==> config.mk <==
export PLATFORM = sky130hd
export DESIGN_NAME = rps_round_ctrl_flat
export DESIGN_NICKNAME = d
export VERILOG_FILES = /design/src/rtl/rps_round_ctrl_if.sv /design/src/rtl/rps_round_ctrl.sv /design/src/flat_wrapper.sv
export SDC_FILE = /design/constraint.sdc
export NUM_CORES = 1
export LEC_CHECK = 0
export CAP_MARGIN = 20
export CORE_MARGIN = 2
export CORE_UTILIZATION = 63
export DETAILED_ROUTE_END_ITERATION = 12
export DONT_BUFFER_PORTS = 1
export GPL_ROUTABILITY_DRIVEN = 1
export PLACE_DENSITY = 0.77
export SETUP_SLACK_MARGIN = 0.2
export SLEW_MARGIN = 30
export SYNTH_ARGS = -nofsm -noshare
export SYNTH_HDL_FRONTEND = slang
export SYNTH_SLANG_ARGS = --single-unit
==> constraint.sdc <==
create_clock -name clk -period 2.55 [get_ports clk]
set_input_delay 0.3825 -clock clk [delete_from_list [all_inputs] [get_ports clk]]
set_output_delay 0.3825 -clock clk [all_outputs]
set_load 0.005 [all_outputs]
==> src/rtl/rps_round_ctrl_if.sv <==
// Signal bundle between the key debouncers / display logic and the
// rock-paper-scissors round sequencer.
interface rps_round_ctrl_if;
    logic       start_pulse;
    logic [2:0] p1_pulse;
    logic [2:0] p2_pulse;
    logic [1:0] state;
    logic [1:0] p1_choice;
    logic [1:0] p2_choice;
    logic       p1_locked;
    logic       p2_locked;
    logic [1:0] result;
    logic [2:0] p1_score;
    logic [2:0] p2_score;
    logic       match_over;

    modport master (
        output start_pulse, p1_pulse, p2_pulse,
        input  state, p1_choice, p2_choice, p1_locked, p2_locked,
               result, p1_score, p2_score, match_over
    );

    modport slave (
        input  start_pulse, p1_pulse, p2_pulse,
        output state, p1_choice, p2_choice, p1_locked, p2_locked,
               result, p1_score, p2_score, match_over
    );
endinterface

==> src/rtl/rps_round_ctrl.sv <==
// Rock-paper-scissors round sequencer: locks first choices, judges the round,
// holds the result for a reveal time, keeps score and ends the match.
//
// state | meaning
// IDLE  | power-up, waiting for start_pulse
// PICK  | collecting one valid choice per player
// SHOW  | result held for REVEAL_CYC cycles
// DONE  | match won, result held until start_pulse
module rps_round_ctrl #(
    parameter logic [23:0] REVEAL_CYC = 24'd12_000_000,
    parameter int          WIN_SCORE  = 3
) (
    input  logic         clk,
    input  logic         rst,
    rps_round_ctrl_if.slave bus
);
    localparam logic [1:0] S_IDLE = 2'd0;
    localparam logic [1:0] S_PICK = 2'd1;
    localparam logic [1:0] S_SHOW = 2'd2;
    localparam logic [1:0] S_DONE = 2'd3;

    localparam logic [2:0]  WIN      = 3'(WIN_SCORE);
    localparam logic [23:0] CNT_LAST = REVEAL_CYC - 24'd1;

    logic [1:0]  state_q;
    logic [1:0]  p1_choice_q, p2_choice_q;
    logic        p1_locked_q, p2_locked_q;
    logic [1:0]  result_q;
    logic [2:0]  p1_score_q, p2_score_q;
    logic [23:0] cnt_q;

    logic [1:0]  p1_dec, p2_dec, verdict;

    // Only a single set bit is a legal key press; anything else decodes to none.
    function automatic logic [1:0] decode(input logic [2:0] p);
        case (p)
            3'b001:  decode = 2'd1;
            3'b010:  decode = 2'd2;
            3'b100:  decode = 2'd3;
            default: decode = 2'd0;
        endcase
    endfunction

    function automatic logic [1:0] judge(input logic [1:0] a, input logic [1:0] b);
        if (a == b)
            judge = 2'd3;
        else if ((a == 2'd1 && b == 2'd2) || (a == 2'd2 && b == 2'd3) ||
                 (a == 2'd3 && b == 2'd1))
            judge = 2'd1;
        else
            judge = 2'd2;
    endfunction

    assign p1_dec  = decode(bus.p1_pulse);
    assign p2_dec  = decode(bus.p2_pulse);
    assign verdict = judge(p1_choice_q, p2_choice_q);

    always_ff @(posedge clk or negedge rst) begin
        if (!rst) begin
            state_q     <= S_IDLE;
            p1_choice_q <= 2'd0;
            p2_choice_q <= 2'd0;
            p1_locked_q <= 1'b0;
            p2_locked_q <= 1'b0;
            result_q    <= 2'd0;
            p1_score_q  <= 3'd0;
            p2_score_q  <= 3'd0;
            cnt_q       <= 24'd0;
        end else begin
            case (state_q)
                S_IDLE, S_DONE: begin
                    if (bus.start_pulse) begin
                        state_q     <= S_PICK;
                        p1_choice_q <= 2'd0;
                        p2_choice_q <= 2'd0;
                        p1_locked_q <= 1'b0;
                        p2_locked_q <= 1'b0;
                        result_q    <= 2'd0;
                        p1_score_q  <= 3'd0;
                        p2_score_q  <= 3'd0;
                        cnt_q       <= 24'd0;
                    end
                end
                S_PICK: begin
                    if (p1_locked_q && p2_locked_q) begin
                        state_q  <= S_SHOW;
                        result_q <= verdict;
                        cnt_q    <= 24'd0;
                        if (verdict == 2'd1 && p1_score_q != 3'd7)
                            p1_score_q <= p1_score_q + 3'd1;
                        if (verdict == 2'd2 && p2_score_q != 3'd7)
                            p2_score_q <= p2_score_q + 3'd1;
                    end else begin
                        if (!p1_locked_q && p1_dec != 2'd0) begin
                            p1_choice_q <= p1_dec;
                            p1_locked_q <= 1'b1;
                        end
                        if (!p2_locked_q && p2_dec != 2'd0) begin
                            p2_choice_q <= p2_dec;
                            p2_locked_q <= 1'b1;
                        end
                    end
                end
                S_SHOW: begin
                    if (cnt_q == CNT_LAST) begin
                        cnt_q <= 24'd0;
                        if (p1_score_q == WIN || p2_score_q == WIN) begin
                            state_q <= S_DONE;
                        end else begin
                            state_q     <= S_PICK;
                            p1_choice_q <= 2'd0;
                            p2_choice_q <= 2'd0;
                            p1_locked_q <= 1'b0;
                            p2_locked_q <= 1'b0;
                            result_q    <= 2'd0;
                        end
                    end else begin
                        cnt_q <= cnt_q + 24'd1;
                    end
                end
                default: state_q <= S_IDLE;
            endcase
        end
    end

    assign bus.state      = state_q;
    assign bus.p1_choice  = p1_choice_q;
    assign bus.p2_choice  = p2_choice_q;
    assign bus.p1_locked  = p1_locked_q;
    assign bus.p2_locked  = p2_locked_q;
    assign bus.result     = result_q;
    assign bus.p1_score   = p1_score_q;
    assign bus.p2_score   = p2_score_q;
    assign bus.match_over = (state_q == S_DONE);
endmodule

==> src/flat_wrapper.sv <==
// flat-port wrapper written by rule: the top's interface ports become plain ports
module rps_round_ctrl_flat 
#(
    parameter logic [23:0] REVEAL_CYC = 24'd12_000_000,
    parameter int          WIN_SCORE  = 3
)
  (clk, rst, bus_start_pulse, bus_p1_pulse, bus_p2_pulse, bus_state, bus_p1_choice, bus_p2_choice, bus_p1_locked, bus_p2_locked, bus_result, bus_p1_score, bus_p2_score, bus_match_over);
  rps_round_ctrl_if bus_i ();
  input  logic clk;
  input  logic rst;
  input wire logic [$bits(bus_i.start_pulse)-1:0] bus_start_pulse;
  input wire logic [$bits(bus_i.p1_pulse)-1:0] bus_p1_pulse;
  input wire logic [$bits(bus_i.p2_pulse)-1:0] bus_p2_pulse;
  output wire logic [$bits(bus_i.state)-1:0] bus_state;
  output wire logic [$bits(bus_i.p1_choice)-1:0] bus_p1_choice;
  output wire logic [$bits(bus_i.p2_choice)-1:0] bus_p2_choice;
  output wire logic [$bits(bus_i.p1_locked)-1:0] bus_p1_locked;
  output wire logic [$bits(bus_i.p2_locked)-1:0] bus_p2_locked;
  output wire logic [$bits(bus_i.result)-1:0] bus_result;
  output wire logic [$bits(bus_i.p1_score)-1:0] bus_p1_score;
  output wire logic [$bits(bus_i.p2_score)-1:0] bus_p2_score;
  output wire logic [$bits(bus_i.match_over)-1:0] bus_match_over;
  assign bus_i.start_pulse = bus_start_pulse;
  assign bus_i.p1_pulse = bus_p1_pulse;
  assign bus_i.p2_pulse = bus_p2_pulse;
  assign bus_state = bus_i.state;
  assign bus_p1_choice = bus_i.p1_choice;
  assign bus_p2_choice = bus_i.p2_choice;
  assign bus_p1_locked = bus_i.p1_locked;
  assign bus_p2_locked = bus_i.p2_locked;
  assign bus_result = bus_i.result;
  assign bus_p1_score = bus_i.p1_score;
  assign bus_p2_score = bus_i.p2_score;
  assign bus_match_over = bus_i.match_over;
  rps_round_ctrl #(.REVEAL_CYC(REVEAL_CYC), .WIN_SCORE(WIN_SCORE)) u_core (.clk(clk), .rst(rst), .bus(bus_i));
endmodule
==> impl_metrics.csv <==
group,metric,value,unit
status,outcome,"finished, final reports clean",
timing,max_freq,472,MHz
synth,syn_inst,245,
synth,synth_top_area_share,42.1,%
clocking,cts_sinks,40,
synth,yosysMostFrequentCell,"dfrtp_1",
floorplan,rows,22,
floorplan,core,3630,sq um
timing,setup_violations,0,
routing,drtPass1Iterations,4,
place,portBuffers,0,
grt,grtUsageTotal,25.6,%
min_path,hp-class,"in2reg",
grt,grt-ovfl-total,0,
routing,ant_nets,0,
place,gp_congestion,0.835,
synth,synth_edf_count,0,
cells_and_area,design_area,2580,sq um
cells_and_area,syn2layout_area_growth,8.52,%
clocking,clk_latency,0.30,ns
timing,max_slew.worst_pin.slew,0.573,ns
synth,synthesis.area,2380,sq um
cells_and_area,layout.nets,275,
worst_setup_path,cp_max_fo,5,
flow_run,maxCapViolCount,0,
timing,finalSetupTns,0,ns
timing,finalHoldViolations,0,
clocking,cts_tree,"yes",
floorplan,start_util,65.5,%
cells_and_area,drive_gt1_share,11.3,%
routing,vias_per_cell,6.22,
worst_setup_path,cp.arrival,2.30,ns
worst_setup_path,crit_type,"reg2reg",
timing,fin_skew,0.00705,ns
timing,slew_headroom,61.6,%
routing,drt_iter0_markers,149,
synth,yosys-top-cells-count,"dfrtp_1 (40), nor2_1 (25), nand2_1 (22), xnor2_1 (15)",
grt,grt_pass1_vias,1692,
clocking,cts_resized,0,
clocking,cts-root-buf,"clkbuf_8",
power,p_per_area,930,nW/um^2
grt,grt_first_pass_wirelength,8440,um
synth,yosys_warnings,0,
floorplan,io_pins,26,
floorplan,die_y,65.4,um
timing,rsz0062_at_grt,"false",
synth,ys_top_cells_by_area,"dfrtp_1 (42%), ha_1 (5.8%), xnor2_1 (5.5%)",
synth,seq_area_frac_synth,42.1,%
worst_setup_path,startpoint_type,"flip-flop",
grt,grt_max_degree,41,
timing,drv_slew,0,
synth,syn_nets,265,
worst_setup_path,worstPathRequired,2.74,ns
power,ir_drop,0.696,mV
routing,routedWlPerCell,16.6,um
clocking,cts_buffers,5,
routing,routed_wl,5040,um
synth,ys_ff_latch,40,
synth,synth_area_leader_cell,"dfrtp_1",
clocking,clockBufferDepth,2,
floorplan,die_x,65.4,um
worst_setup_path,worstSetupEndpointType,"flip-flop",
synth,synth-async-reset-ratio,100,%
routing,drc_errors,0,
place,hpwlAfterDp,3560,um
timing,fin_crit_sh,83.0,%
place,dpl_cell_area,2460,sq um
power,leakage,1.08,nW
clocking,h-tree-depth,2,
timing,period_minus_slack,2.12,ns
floorplan,die_area,4280,sq um
synth,ys.flop_type,"dfrtp_1",
synth,synth_cell_type_count,47,
synth,avgSynthCellArea,9.71,sq um
clocking,post_cts_buffers,0,
grt,antenna_found_initial,0,
clocking,path_clk_slew,0.07,ns
cells_and_area,antennaDiodeCount,0,
routing,vias,1890,
## worst max-delay path, cell delays in order (launching register included)
cell and delay, ns:
dfrtp_1 0.44, inv_1 0.09, ha_1 0.34, nand2b_1 0.14, nand2_1 0.12, a2111oi_4 0.49, mux2_2 0.38
## worst paths after layout
path,slack (ns),endpoint,depth (start not counted),startpoint
worst max-delay path,0.43,u_core.bus.p2_score[0],6,u_core.bus.state[0]
worst min register to register,0.52,u_core.cnt_q[1],2,u_core.cnt_q[1]
worst max register to register,0.43,u_core.bus.p2_score[0],6,u_core.bus.state[0]
max in group asynchronous,1.80,u_core.cnt_q[11],2,rst
min in group asynchronous,0.55,u_core.bus.p2_score[0],2,rst
worst min-delay path,0.26,u_core.bus.p2_choice[0],2,bus_p2_pulse[1]
## sequential cells by signal, indices dropped and copies added, names as in the netlist
signal                flops
u_core.cnt_q             24
u_core.bus.p2_locked      1
u_core.bus.p2_choice      2
u_core.bus.p1_score       3
u_core.bus.p1_locked      1
u_core.bus.p2_score       3
u_core.bus.p1_choice      2
u_core.bus.state          2
u_core.bus.result         2
## placed cells by master (no fill, tap or decap), types with 3 or more instances in the layout
master     Yosys  final
nor2b_1        3      3
o2bb2ai_1      4      4
buf_4          2      9
nand2b_1       3      3
clkbuf_8       0      6
mux2_2         3      3
or4_1          5      5
mux2i_1        4      4
a31oi_1        4      4
inv_1          9      9
nand2_1       22     22
xor2_1         6      6
nor4_1         3      3
xnor2_1       15     15
nor3_1         8      8
o31ai_1        3      3
or3_1          3      3
dfrtp_1       40     40
nor2_1        25     25
o21ai_0        8      8
ha_1          11     11
o211ai_1       6      6
nand3_1       11     11
nand4_1       11     11
## logic make-up (layout without fill, tap and decap cells)
logic type / count (synthesis) / count (layout) / share of synthesized area (%)
mux: 7 / 7 / 3.10
xor+xnor: 21 / 21 / 7.73
simple gates: 108 / 108 / 24.6
compound gates: 41 / 41 / 13.4
buf+inv: 17 / 28 / 3.31
flops: 40 / 40 / 42.1
fa+ha+maj: 11 / 11 / 5.79
## layout make-up
class,count,area (sq um)
Inverter,9,33.8
Tap cell,48,60.1
Sequential cell,40,1000
Clock buffer,8,90.1
Multi-Input combinational cell,188,1300
Timing Repair Buffer,11,97.6
Fill cell,288,1050
## power breakdown
| group | internal, W | switching, W | leakage [nW] |
|---|---|---|---|
| logic | 0.000453 | 0.000623 | 0.496 |
| clock network | 0.000221 | 0.000215 | 0.0455 |
| registers | 0.000744 | 0.000146 | 0.536 |
| total | 0.00142 | 0.000983 | 1.08 |
## timing repair
action,4_1_cts,5_1_grt
setup endpoints to repair,0,0
hold buffers,2,0
hold endpoints to repair,40,0
## through the flow
step                      hold WS, ns  power [W]  util [%]  setup slack (ns)  std cells
after floorplan                0.0869    0.00170         -             0.610        245
after global placement         0.0875    0.00192      67.7             0.478        294
after detailed placement       0.0874    0.00195      67.7             0.446        294
after CTS                       0.262    0.00241      71.0             0.439        304
after global routing            0.280    0.00257      71.0             0.275        304
final                           0.264    0.00240      71.0             0.433        304
## metal layers
metal / wire (um) / GRT usage, % / vias to the layer above
met5: 0 / 0 / -
met4: 54 / 6.25 / 0
met3: 243 / 5.65 / 8
met2: 2300 / 38.3 / 40
met1: 2440 / 38.0 / 931
li1: - / - / 911
No activity file was read; power rests on OpenSTA's default activity.
